<file path="config.mk">
export PLATFORM = sky130hd
export DESIGN_NAME = clock_divider_ctrl
export DESIGN_NICKNAME = d
export VERILOG_FILES = /design/src/rtl/clock_divider_ctrl.sv
export SDC_FILE = /design/constraint.sdc
export NUM_CORES = 1
export LEC_CHECK = 0
export BUFFER_PORTS_ARGS = -buffer_cell sky130_fd_sc_hd__clkbuf_2
export CORE_MARGIN = 8
export CORE_UTILIZATION = 40
export CTS_BUF_LIST = sky130_fd_sc_hd__clkbuf_16
export DETAILED_ROUTE_END_ITERATION = 16
export SYNTH_ARGS = -nofsm -noshare
export SYNTH_HDL_FRONTEND = slang
export SYNTH_SLANG_ARGS = --single-unit
export TNS_END_PERCENT = 50
</file>
<file path="constraint.sdc">
create_clock -name global_clock -period 4.22 [get_ports global_clock]
set_input_delay 0.422 -clock global_clock [delete_from_list [all_inputs] [get_ports global_clock]]
set_output_delay 0.422 -clock global_clock [all_outputs]
set_load 0.05 [all_outputs]
</file>
<file path="src/rtl/clock_divider_ctrl.sv">
// rtl/clock_divider_ctrl.sv - runtime-programmable clock divider with boundary-aligned ratio changes
// Optional period counter (period_cnt/period_clr) enabled by CLOCK_DIVIDER_CTRL_PERIOD_CNT_EN.
module clock_divider_ctrl #(
  parameter int DIV_W       = 16,
  parameter int DEFAULT_DIV = 5
) (
  input  logic             global_clock,
  input  logic             reset,
  input  logic             enable,
  input  logic [DIV_W-1:0] div_in,
  input  logic             div_valid,
  output logic             div_ready,
  output logic             div_err,
  output logic [DIV_W-1:0] active_div,
  output logic             clock,
  output logic             rise_stb,
  output logic             fall_stb,
`ifdef CLOCK_DIVIDER_CTRL_PERIOD_CNT_EN
  input  logic             period_clr,
  output logic [31:0]      period_cnt,
`endif
  output logic             busy
);

  typedef enum logic [1:0] {
    IDLE  = 2'd0,
    RUN   = 2'd1,
    DRAIN = 2'd2
  } state_t;

  state_t           state, state_nxt;
  logic [DIV_W-1:0] cnt, cnt_nxt;
  logic [DIV_W-1:0] pend_div, pend_div_nxt;
  logic             pending, pending_nxt;
  logic [DIV_W-1:0] active_nxt;
  logic             clock_nxt, rise_nxt, fall_nxt, err_nxt, ready_nxt, busy_nxt;

  logic [DIV_W-1:0] hi;
  logic [DIV_W-1:0] cnt_inc;
  logic             boundary;
  logic             xfer;

  // High phase is the longer half, so odd ratios spend the extra cycle high.
  assign hi       = active_div - (active_div >> 1);
  assign cnt_inc  = cnt + DIV_W'(1);
  assign boundary = (state != IDLE) && (cnt == active_div - DIV_W'(1));
  assign xfer     = div_valid && div_ready;

  always_comb begin
    state_nxt    = state;
    cnt_nxt      = cnt;
    clock_nxt    = clock;
    rise_nxt     = 1'b0;
    fall_nxt     = 1'b0;
    err_nxt      = 1'b0;
    active_nxt   = active_div;
    ready_nxt    = div_ready;
    pending_nxt  = pending;
    pend_div_nxt = pend_div;

    case (state)
      IDLE: begin
        cnt_nxt   = '0;
        clock_nxt = 1'b0;
        // A ratio captured on the draining boundary edge lands here; apply it now.
        if (pending) begin
          active_nxt  = pend_div;
          pending_nxt = 1'b0;
          ready_nxt   = 1'b1;
        end
        if (enable) begin
          state_nxt = RUN;
          clock_nxt = 1'b1;
          rise_nxt  = 1'b1;
        end
      end
      RUN, DRAIN: begin
        if (boundary) begin
          cnt_nxt = '0;
          if (pending) begin
            active_nxt  = pend_div;
            pending_nxt = 1'b0;
            ready_nxt   = 1'b1;
          end
          if (state == DRAIN && !enable) begin
            state_nxt = IDLE;
            clock_nxt = 1'b0;
          end else begin
            state_nxt = enable ? RUN : DRAIN;
            clock_nxt = 1'b1;
            rise_nxt  = 1'b1;
          end
        end else begin
          state_nxt = enable ? RUN : DRAIN;
          cnt_nxt   = cnt_inc;
          clock_nxt = (cnt_inc < hi);
          fall_nxt  = clock && !(cnt_inc < hi);
        end
      end
      default: begin
        state_nxt = IDLE;
        cnt_nxt   = '0;
        clock_nxt = 1'b0;
      end
    endcase

    // div_ready is low whenever a ratio is pending, so this never collides with an apply.
    if (xfer) begin
      if (div_in < DIV_W'(2)) begin
        err_nxt = 1'b1;
      end else if (state == IDLE) begin
        active_nxt = div_in;
      end else begin
        pend_div_nxt = div_in;
        pending_nxt  = 1'b1;
        ready_nxt    = 1'b0;
      end
    end

    busy_nxt = (state_nxt != IDLE);
  end

  always_ff @(posedge global_clock or posedge reset) begin
    if (reset) begin
      state      <= IDLE;
      cnt        <= '0;
      pending    <= 1'b0;
      pend_div   <= '0;
      clock      <= 1'b0;
      rise_stb   <= 1'b0;
      fall_stb   <= 1'b0;
      div_err    <= 1'b0;
      busy       <= 1'b0;
      active_div <= DIV_W'(DEFAULT_DIV);
      div_ready  <= 1'b1;
    end else begin
      state      <= state_nxt;
      cnt        <= cnt_nxt;
      pending    <= pending_nxt;
      pend_div   <= pend_div_nxt;
      clock      <= clock_nxt;
      rise_stb   <= rise_nxt;
      fall_stb   <= fall_nxt;
      div_err    <= err_nxt;
      busy       <= busy_nxt;
      active_div <= active_nxt;
      div_ready  <= ready_nxt;
    end
  end

`ifdef CLOCK_DIVIDER_CTRL_PERIOD_CNT_EN
  always_ff @(posedge global_clock or posedge reset) begin
    if (reset) begin
      period_cnt <= '0;
    end else if (period_clr) begin
      period_cnt <= '0;
    end else if (rise_stb) begin
      period_cnt <= period_cnt + 32'd1;
    end
  end
`endif

endmodule

</file>
# Word-level counts from Yosys, hierarchy flattened
# Index checks and enable logic that the tools add are counted.
# word_totals
register_bits	57
output_inout_bits	22
word_cells	66
# op_classes
eq_ne	3
order_cmp	2
n_reduce_logical	11
add_sub_neg	3
n_bitwise	2
n_mux	34
# op_table
operator	count
two-way mux 16 bit	7
case mux 16 bit (2 select lines)	1
two-way mux 1 bit	17
adder 16 x 1 -> 16 bit, second input constant	1
equality test 16 bit	1
less-than comparator 16 bit	1
less-than comparator 16 x 2 -> 1 bit, second input constant	1
subtractor 16 x 1 -> 16 bit, second input constant	1
subtractor 16 x 15 -> 16 bit	1
two-way mux 2 bit	4
case mux 1 bit (2 select lines)	4
logical AND 1 bit	4
case mux 2 bit (2 select lines)	1
nonzero test 2 bit	2
AND reduction 3 bit	1
equality test 2 x 1 -> 1 bit, second input constant	1
equality test 2 bit, second input constant	1
logical NOT 1 bit	2
logical NOT 2 bit	1
inverter 1 bit	2
OR reduction 2 bit	1

# Logic depth before layout (Yosys ltp)
# Gate-level depths: netlist of the first run.
# logic_depth
ltp_word	8
depth_mapped	18

# Least setup slack after synthesis of the first run
# Ideal clock, no wire load.
# synth_path
kind	register -> register
from	register active_div[4]
to	register fall_stb
period_less_slack_ps	3717
t_arrival_ps	3597
path_buffers	0
path_stages_with_launch	16
path_slack_ps	503
setup_ps	120
cell_sequence	dfrtp_1 inv_1 ha_1 nor2_1 a221oi_1 nor2b_1 o21bai_1 a21oi_1 xnor2_1 ha_1 or3_1 a221o_1 a31o_2 a21oi_1 o21ai_0 and3_1
# synth_via
elab_chain_len	6
word_cells_on_any_way	9
cone_classes	add/sub (2); order compare (1); eq/ne (1); mux (2); reduce/logical (3)
# synth_lines
element	line_no	source
start, declared	14	output logic [DIV_W-1:0] active_div,
start signal, assigned	134	active_div <= DIV_W'(DEFAULT_DIV);
start signal, assigned	146	active_div <= active_nxt;
subtractor 16 x 15 -> 16 bit	44	assign hi = active_div - (active_div >> 1);
less-than comparator 16 bit	97	fall_nxt = clock && !(cnt_inc < hi);
logical NOT 1 bit	97	
logical AND 1 bit	97	
two-way mux 1 bit (*)	78	if (boundary) begin
two-way mux 1 bit (*)	61	case (state)
named net fall_nxt	36	logic clock_nxt, rise_nxt, fall_nxt, err_nxt, ready_nxt, busy_nxt;
end signal, assigned	143	fall_stb <= fall_nxt;
end, declared	17	output logic fall_stb,
# The timed path passes the listed nets; every way through them passes the cells marked *.
# A chain may end at the register's enable or synchronous reset.

# Worst setup path after layout of the first run
# layout_path
from	register active_div[2]
to	register fall_stb
# Same word-level chain as after synthesis.

==> results.md, run 1 <==
* CTS tree: built
* Min Hold Slack at roughly 280 ps
* WL/cell at 15.93 µm
* Post-Layout Inst Area at between 4000 and 5000 µm²
* Max-cap violations at 0
* Peak supply drop at roughly 0.00017 V
* Post-synthesis instance total at around 440
* Hpwl dp at around 8 mm
* Inserted Clock Buffers at 9
* Synthesis Warnings at 0
* Final layout net count at 557
* Final Hold Viols at 0
* Startpoint Class: register
* Setup-failing EPs final at 0
* Area delta synth->final at 14.93%
* Relative slew margins at 0.4108
* Vias in the first global route at 3,540
* Post-CTS setup buffer count at 0
* CP Max Fanout at 5
* Syn avg cell area at 9.826 µm²
* Lkg Pwr at 2.309 nW
* Most frequent cell after synthesis: dfrtp_1
* N_diodes at 0
* Fmax at 262.4 MHz
* Post-synthesis sequential area ratio at 0.3346
* Crit. End Element: register
* Final Routed Wirelength at 9.970 mm
* Drt pass-1 iters at 4
* Via density at ~5.2
* Syn Nets at 507
* Flops & latches, synth at 57
* GRT Overall Usage at 0.1487
* Core ar. at approximately 10,000 µm²
* Port Buffers at 41
* Status: complete, no violations
* Initial antenna violation count at 0
* Clock Sink Count at 57
* Worst min-delay path category: in2async
* Share of cells above drive strength 1 at 0.1857
* Minimum clock period at 3811 ps
* RSZ-0062 raised after global routing: false
* CTS Hold Bufs at 0
* Critical Path AT at 4030 ps
* I/O pin cnt at 42
* First DRT Iteration DRCs at 121
* Top_reg_cell synth: dfrtp_1
* Post-synth EDFFs at 0
* Share of the synthesized area in the top cell type at 0.3162
* Die height at around 120 µm
* Clock root buffer master: clkbuf_16
* Htree depth at 3
* Vias at 3,283
* Pins Over Slew Limit at 0
* GP Congestion at 0.9100
* # resized after CTS at 0
* Worst slew pin tran at 880.6 ps
* Rows at 37
* FFs w/ async S/R, synth at 1.000
* Final ANT Viol Nets at 0
* Clk buf depth at 2
* Horiz. Die Dim at 119.4 µm
* Final worst-path cycle share at 0.9032
* Clock Skew at 8.169 ps
* Worst EP required at 4430 ps
* Largest net degree at the start of global routing at 58
* Grt total ovfl at 0
* Netlist cell types at 53
* # DRC at 0
* First-pass GRT wire length at 17.28 mm
* Placed Instance Area at 4648 µm²
* Power Density at 357.1 nW/µm²
* Worst-Skew Late Latency at 330 ps
* Clock transition at path regs at around 50 ps
* Starting Density at 0.4122
* Leading area contributor after synthesis: dfrtp_1
* Area contributors post-synth: dfrtp_1, ha_1, xnor2_1
* Die ar. at 14,250 µm²
* WS Path Type: reg2reg
* Mapped Area at 4274 µm²
* Setup TNS at 0 ps
* Synth top cells by count: dfrtp_1, ha_1, xnor2_1, inv_1
kinds of logic (layout without fill, tap and decap cells):
kind of cell    Yosys count  in the layout  synth area share
mux                      16             16           0.04215
buf+inv                  47            102           0.04332
xor+xnor                 54             54            0.1107
fa+ha+maj                52             52            0.1540
flops                    57             57            0.3346
simple gates            131            131            0.1739
compound gates           78             78            0.1414
final cells by class:
class	instances	area, µm²
Fill cell	1018	5458
Multi-Input combinational cell	331	2659
Sequential cell	57	1430
Timing Repair Buffer	45	235.2
Clock buffer	9	225.2
Tap cell	136	170.2
Inverter	41	153.9
Clock inverter	7	38.79
registers in the layout (all words and copies together), names as in the netlist:
signal / cells
active_div: 16
cnt: 16
pend_div: 16
state: 2
busy: 1
clock: 1
div_err: 1
div_ready: 1
fall_stb: 1
pending: 1
rise_stb: 1
worst paths after layout:
| check | startpoint | to | slack (ps) | cells past startpoint |
|---|---|---|---|---|
| max | active_div[2]$_DFF_PP1_ | fall_stb$_DFF_PP0_ | 410 | 15 |
| min | reset | pend_div[14]$_DFFE_PP0P_ | 280 | 3 |
| max reg2reg | active_div[2]$_DFF_PP1_ | fall_stb$_DFF_PP0_ | 410 | 15 |
| min reg2reg | clock$_DFF_PP0_ | fall_stb$_DFF_PP0_ | 500 | 1 |
| max in group asynchronous | reset | pend_div[1]$_DFFE_PP0P_ | 3470 | 3 |
| min in group global_clock | div_valid | div_err$_DFF_PP0_ | 300 | 3 |
cells in the final DEF, fill, tap and decap left out, types with 12 or more instances in the layout:
cell / synthesis / routed
nand2_1: 20 / 20
inv_1: 41 / 41
dfrtp_1: 54 / 54
ha_1: 51 / 51
clkbuf_2: 0 / 41
mux2_2: 16 / 16
xor2_1: 12 / 12
nor2b_1: 17 / 17
nor2_1: 20 / 20
a221o_1: 17 / 17
and2_1: 20 / 20
xnor2_1: 42 / 42
metal layers:
| layer | wire (µm) | share of wire | GRT usage |
|---|---|---|---|
| met5 | 0 | 0 | 0 |
| met4 | 280 | 0.028 | 0.07416 |
| met3 | 285 | 0.029 | 0.02362 |
| met2 | 4552 | 0.46 | 0.2378 |
| met1 | 4850 | 0.49 | 0.1915 |
per-stage QoR:
step                      instances  utilization  setup slack (ps)   power, W
after floorplan                 435            -             503.1  0.0009561
after global placement          610       0.4482             471.3   0.001105
after detailed placement        610       0.4482             395.7   0.001113
after CTS                       626       0.4737             389.4   0.001776
after global routing            626       0.4737             218.9   0.001857
final                           626       0.4737             408.5   0.001754
report_power, final:
part / internal [W] / leakage [nW] / switching, W
sequential: 0.000584 / 0.775 / 0.0000311
clock: 0.000390 / 0.132 / 0.000263
combinational: 0.000158 / 1.40 / 0.000328
worst max-delay path, cell delays in order (launching register included):
cell	delay (ps)
dfstp_2	570
inv_1	110
ha_1	350
nor3_1	60
a221oi_1	410
nor2b_1	260
o21bai_1	80
a21oi_1	170
xnor2_1	90
ha_1	190
or3_1	380
a221o_1	320
a31o_2	220
a21oi_1	170
o21ai_0	130
and3_1	190
(Power assumes the default switching activity.)
==> run 2, diff against run 1 <==
==> constraint.sdc (replaced) <==
create_clock -name global_clock -period 3.9 [get_ports global_clock]
set_input_delay 0.39 -clock global_clock [delete_from_list [all_inputs] [get_ports global_clock]]
set_output_delay 0.39 -clock global_clock [all_outputs]
set_load 0.05 [all_outputs]
==> run 2 against run 1 <==
  * Largest cell class unchanged
  * Sequential power grew 8.6%
  * Worst setup slack lost 190 ps
  * Routed wire length grew 3.9%
  * Critical path type unchanged
  * Utilization grew 0.89 points
  * First-iteration DRC count grew 39%
  * Clock power grew 15%
  * Final cell count grew 0.64%
  * Count of clock-buffer cells in the layout is the same
==> results.md, run 2 (synthesis results as in run 1) <==
* Startpoint Class: register
* Via density at ~5.3
* Minimum clock period at 3680 ps
* Worst min-delay path category: in2async
* Rows at 37
* Drt pass-1 iters at 4
* Commonest non-fill, non-tap cell in the layout: dfrtp_1
* Switching fraction of total power at 0.3395
* Placed Instance Area at roughly 4700 µm²
* Power Density at roughly 390 nW/µm²
* Peak supply drop at 0.0002163 V
* Status: complete, no violations
* # DRC at 0
* Seq pwr share at 0.343
* Worst slew pin tran at 893.9 ps
* WS Path Type: reg2reg
* Lkg Pwr at 2.348 nW
* Comb power frac at 0.272
* Htree depth at 3
* Largest net degree at the start of global routing at 33
* Hpwl dp at 8.092 mm
* Pint at around 0.0013 W
* GRT Overall Usage at 0.1512
* Setup TNS at 0 ps
* Share of cells above drive strength 1 at 0.1984
* Clock transition at path regs at 50 ps
* Layout Utilization at 0.4826
* Largest registers: active_div: 16 flops, cnt: 16 flops, pend_div: 16 flops
* WL/cell at 16.44 µm
* Most frequent cells in the layout: dfrtp_1, ha_1, xnor2_1, clkbuf_2, inv_1
* Vias in the first global route at 3,361
* Post-Layout Inst Area at 5005 µm²
* First DRT Iteration DRCs at 168
* Setup-failing EPs final at 0
* Core ar. at a little over 10,000 µm²
* Fmax at 271.8 MHz
* Total Power at 0.001949 W
* Clock Sink Count at 57
* Pins Over Slew Limit at 0
* Placed Instances at 614
* Inserted Clock Buffers at 9
* Grt total ovfl at 0
* Horiz. Die Dim at ~120 µm
* Area delta synth->final at 17.10%
* Clock Skew at 6.053 ps
* CP Max Fanout at 5
* Final std cells w/o fill at 630
* Layout fillers at 1,010
* Die height at 119.4 µm
* First-pass GRT wire length at 17.24 mm
* Final layout net count at 562
* Clk buf depth at 2
* Crit. End Element: register
* I/O pin cnt at 42
* CTS tree: built
* Clock root buffer master: clkbuf_16
* Part of the power in the clock network at 0.384
* Relative slew margins at 0.4019
* Port Buffers at 41
* GP Congestion at ~0.85
* RSZ-0062 raised after global routing: false
* Max-cap violations at 0
* Die ar. at approximately 14,000 µm²
* N_diodes at 0
* Switching power at about 0.00066 W
* Starting Density at 0.4122
* Initial antenna violation count at 0
* Final Hold Viols at 0
* Critical Path AT at 3890 ps
* Final worst-path cycle share at 0.9435
* Final ANT Viol Nets at 0
* Vias at 3,330
* Final Routed Wirelength at 10.36 mm
* Worst EP required at between 4000 and 5000 ps
* Worst-Skew Late Latency at approximately 330 ps
==> run 2: cell types whose count changed in the layout (fill, tap and decap cells not counted), moves of 2 or more <==
cell,change
a221oi_1,-2
a221oi_2,+2
buf_4,+5
clkinv_2,-3
clkinv_1,+4
clkinvlp_4,-2
==> run 2: worst paths after layout <==
check / slack, ps / start / cells past startpoint / to
min in group global_clock: 280 / div_valid / 3 / div_err$_DFF_PP0_
hold reg to reg: 500 / clock$_DFF_PP0_ / 1 / fall_stb$_DFF_PP0_
setup / recovery: 220 / active_div[2]$_DFF_PP1_ / 15 / fall_stb$_DFF_PP0_
max in group asynchronous: 2950 / reset / 3 / active_div[0]$_DFF_PP1_
hold / removal: 100 / reset / 2 / div_err$_DFF_PP0_
setup reg to reg: 220 / active_div[2]$_DFF_PP1_ / 15 / fall_stb$_DFF_PP0_
==> run 2: through the flow <==
step / hold WS, ps / setup WS, ps
after floorplan: 469.2 / 183.1
after global placement: 459.0 / 145.8
after detailed placement: 463.8 / 128.1
after CTS: 132.1 / 110.6
after global routing: 147.5 / 29.12
final: 99.75 / 220.3
==> run 2: worst max-delay path: stages (launching register included) <==
cell and delay (ps):
dfstp_2 570, inv_1 130, ha_1 310, o21bai_1 110, a221oi_2 340, nor2b_4 220, o21bai_1 70, a21oi_1 180
xnor2_1 90, ha_1 190, or3_1 370, a221o_1 320, a31o_2 230, a21oi_2 140, o21ai_0 110, and3_1 190
==> run 2: cell type report <==
cell class              count  area, µm²  share of cell area
inverters                  41      153.9             0.03075
clock buffers               9      225.2             0.04500
repair buffers             50      272.8             0.05450
flip-flops and latches     57       1430              0.2857
well taps                 136      170.2             0.03400
multi-input cells         331       2703              0.5400
clock inverters             6      50.05             0.01000
==> run 2: repair_timing <==
item | CTS | global route
hold buffers | 0 | 0
buffers inserted | 0 | 1
resized for setup | 0 | 7
endpoints found under the setup margin | 0 | 2
==> run 2: layer usage <==
layer / wire length (µm) / track usage / up-vias
li1: - / - / 1647
met1: 5059 / 0.1994 / 1611
met2: 4749 / 0.2364 / 54
met3: 279 / 0.02267 / 18
met4: 271 / 0.07650 / 0
met5: 0 / 0 / -
==> run 2: power groups by stage <==
stage / sequential, W / combinational [W] / clock (W)
CTS: 0.000669 / 0.000533 / 0.000764
floorplan: 0.000732 / 0.000302 / 0
detailed placement: 0.000678 / 0.000531 / 0
finish: 0.000669 / 0.000530 / 0.000749
global placement: 0.000678 / 0.000521 / 0
global route: 0.000676 / 0.000587 / 0.000793
==> run 3, diff against run 2 <==
--- a/config.mk
+++ b/config.mk
@@ -5,6 +5,7 @@
 export SDC_FILE = /design/constraint.sdc
 export NUM_CORES = 1
 export LEC_CHECK = 0
+export ABC_AREA = 1
 export BUFFER_PORTS_ARGS = -buffer_cell sky130_fd_sc_hd__clkbuf_2
 export CORE_MARGIN = 8
 export CORE_UTILIZATION = 40
==> run 3 against run 2 <==
  * Critical path type unchanged
  * Via count rose by 43%
  * Flip-flop and latch count did not move
  * Non-clock buffer count fell by 4
  * Count of clock-buffer cells in the layout did not move
  * Utilization fell by 2.3 points
  * Routed wire length rose by 36%
  * Largest cell class unchanged
==> results.md, run 3 <==
* Vias in the first global route at just under 5,000
* Clock Skew at 7.979 ps
* Inserted Clock Buffers at 9
* Post-CTS setup buffer count at 0
* Crit. End Element: register
* Pins Over Slew Limit at 0
* First DRT Iteration DRCs at 267
* Register Area at ~1400 µm²
* GRT Overall Usage at 0.1779
* Via density at ~5.1
* Largest net degree at the start of global routing at 58
* Largest registers: active_div: 16 flops, cnt: 16 flops, pend_div: 16 flops
* RSZ-0062 raised after global routing: false
* Min Hold Slack at about 250 ps
* Clock root buffer master: clkbuf_16
* Post-synthesis instance total at 721
* Synthesis Warnings at 0
* Critical Path AT at 3840 ps
* Final Routed Wirelength at 14.10 mm
* Final layout net count at 831
* Setup-failing EPs final at 0
* Die height at 129.6 µm
* Fmax at 279.6 MHz
* Share of cells above drive strength 1 at 0.1571
* Netlist cell types at 45
* CP Max Fanout at 8
* Max-cap violations at 0
* Die ar. at 16,800 µm²
* Most frequent cell after synthesis: nand2_1
* WS Path Type: reg2reg
* Area contributors post-synth: dfrtp_1, ha_1, nand2_1
* Worst EP required at 4160 ps
* Worst min-delay path category: in2async
* Drt pass-1 iters at 5
* Htree depth at 3
* Minimum clock period at 3576 ps
* Core ar. at 12,620 µm²
* Placed Instance Area at 5512 µm²
* Status: complete, no violations
* Area of the multi-input gates at approximately 3200 µm²
* Startpoint Class: register
* Clock transition at path regs at 50 ps
* Post-synth EDFFs at 0
* Clk buf depth at 2
* Final ANT Viol Nets at 0
* Vias at 4,756
* Commonest non-fill, non-tap cell in the layout: nand2_1
* Share of the synthesized area in the top cell type at 0.2617
* Grt total ovfl at 0
* # resized after CTS at 0
* WL/cell at 15.07 µm
* Starting Density at 0.4092
* Setup TNS at 0 ps
* Final Hold Viols at 0
* Relative slew margins at 0.3586
* Area delta synth->final at 12.28%
* Slowest stage delay, CP at 580 ps
* Final worst-path cycle share at 0.9170
* Post-Layout Inst Area at 5798 µm²
* CTS tree: built
* Sequence of cells on the critical path: inv_1 > ha_1 > inv_1 > a21o_1 > nand3_1 > nand2_1 > a21oi_1 > o21ai_1 > a21boi_0 > o21ai_0 > xor2_1 > ha_1 > a21oi_1 > o21ai_0 > a21oi_1 > nand2_1 > nor2_1 > nand2_1 > nand2_1
* Layout Utilization at 0.4594
* Most frequent cells in the layout: nand2_1, inv_1, nor2_1
* Post-synthesis sequential area ratio at 0.2770
* Layout fillers at 1,306
* Worst-Skew Late Latency at 330 ps
* Horiz. Die Dim at 129.6 µm
* Leading area contributor after synthesis: dfrtp_1
* Crit path max-delay cell type: dfstp_2
* Initial antenna violation count at 0
* Syn Nets at 793
* Rows at 41
* Port Buffers at slightly above 40
* Worst slew pin tran at 962.1 ps
* First-pass GRT wire length at 23.67 mm
* # DRC at 0
* Most Frequent Cell on Critical Path: nand2_1
* Hpwl dp at roughly 11 mm
* Top_reg_cell synth: dfrtp_1
* Synth top cells by count: nand2_1, inv_1, nor2_1, dfrtp_1, ha_1
* FFs w/ async S/R, synth at 1.000
* CTS Hold Bufs at 0
* Mapped Area at 5164 µm²
* Clock Sink Count at 57
* N_diodes at 0
* GP Congestion at approximately 0.94
* I/O pin cnt at 42
* Syn avg cell area at 7.162 µm²
* Flops & latches, synth at 57
-- run 3: cell types whose count changed after synthesis, moves of 10 or more --
cell     change
nand4_1     +15
inv_1       +73
xnor2_1     -37
a21oi_2     +10
nand3_2     +11
nand2_1    +137
a221o_1     -17
and2_1      -20
nor2b_1     -17
nand3_1     +30
o21ai_0     +34
nor2_1      +42
a21oi_1     +23
xor2_1      +11
-- run 3: path summary, 6_finish.rpt --
path | start | end | slack [ps] | depth (start not counted)
hold reg to reg | pend_div[12]$_DFFE_PP0P_ | pend_div[12]$_DFFE_PP0P_ | 500 | 1
hold / removal | reset | pend_div[2]$_DFFE_PP0P_ | 250 | 3
min in group global_clock | div_valid | div_err$_DFF_PP0_ | 290 | 3
setup / recovery | active_div[2]$_DFF_PP1_ | clock$_DFF_PP0_ | 320 | 19
setup reg to reg | active_div[2]$_DFF_PP1_ | clock$_DFF_PP0_ | 320 | 19
max in group asynchronous | reset | cnt[8]$_DFF_PP0_ | 3140 | 3
-- run 3: worst max-delay path, delay by kind of cell, from the launching register on --
| kind | cells | cell delay [ps] |
|---|---|---|
| flops | 1 | 580 |
| buf+inv | 2 | 240 |
| fa+ha+maj | 2 | 680 |
| compound gates | 8 | 1430 |
| xor+xnor | 1 | 160 |
| simple gates | 6 | 410 |
-- run 3: routing by layer --
layer	global-route usage	vias to the layer above	routed length (µm)
li1	-	2403	-
met5	0	-	0
met3	0.02588	15	596
met4	0.06079	0	255
met1	0.2288	2234	6581
met2	0.2983	104	6669
-- run 3: cell families after synthesis --
logic type                 after synthesis  synth area share
and+or+nand+nor                        322            0.2898
buffers and inverters                  145            0.1129
DFF                                     57            0.2770
AOI/OAI and AO/OA                      101            0.1105
xor gates and xnor gates                28           0.04749
muxes                                   16           0.03489
adders and majority gates               52            0.1275
-- run 3: cell type report --
cell class | instances | share of cell area
Tap cell | 172 | 0.03712
Inverter | 126 | 0.08157
Timing Repair Buffer | 46 | 0.04186
Sequential cell | 57 | 0.2467
Clock inverter | 7 | 0.01057
Clock buffer | 9 | 0.03884
Multi-Input combinational cell | 519 | 0.5434
-- run 3: metrics by stage --
step | setup slack [ps] | instances
2_1_floorplan | 500.3 | 721
3_3_place_gp | 472.8 | 920
3_5_place_dp | 278.4 | 920
4_1_cts | 246.9 | 936
5_1_grt | 2.645 | 936
6_report | 323.7 | 936
Power of run 3 is not shown: default switching activity piles up to over one toggle a cycle in this logic, so the estimate is an artifact.
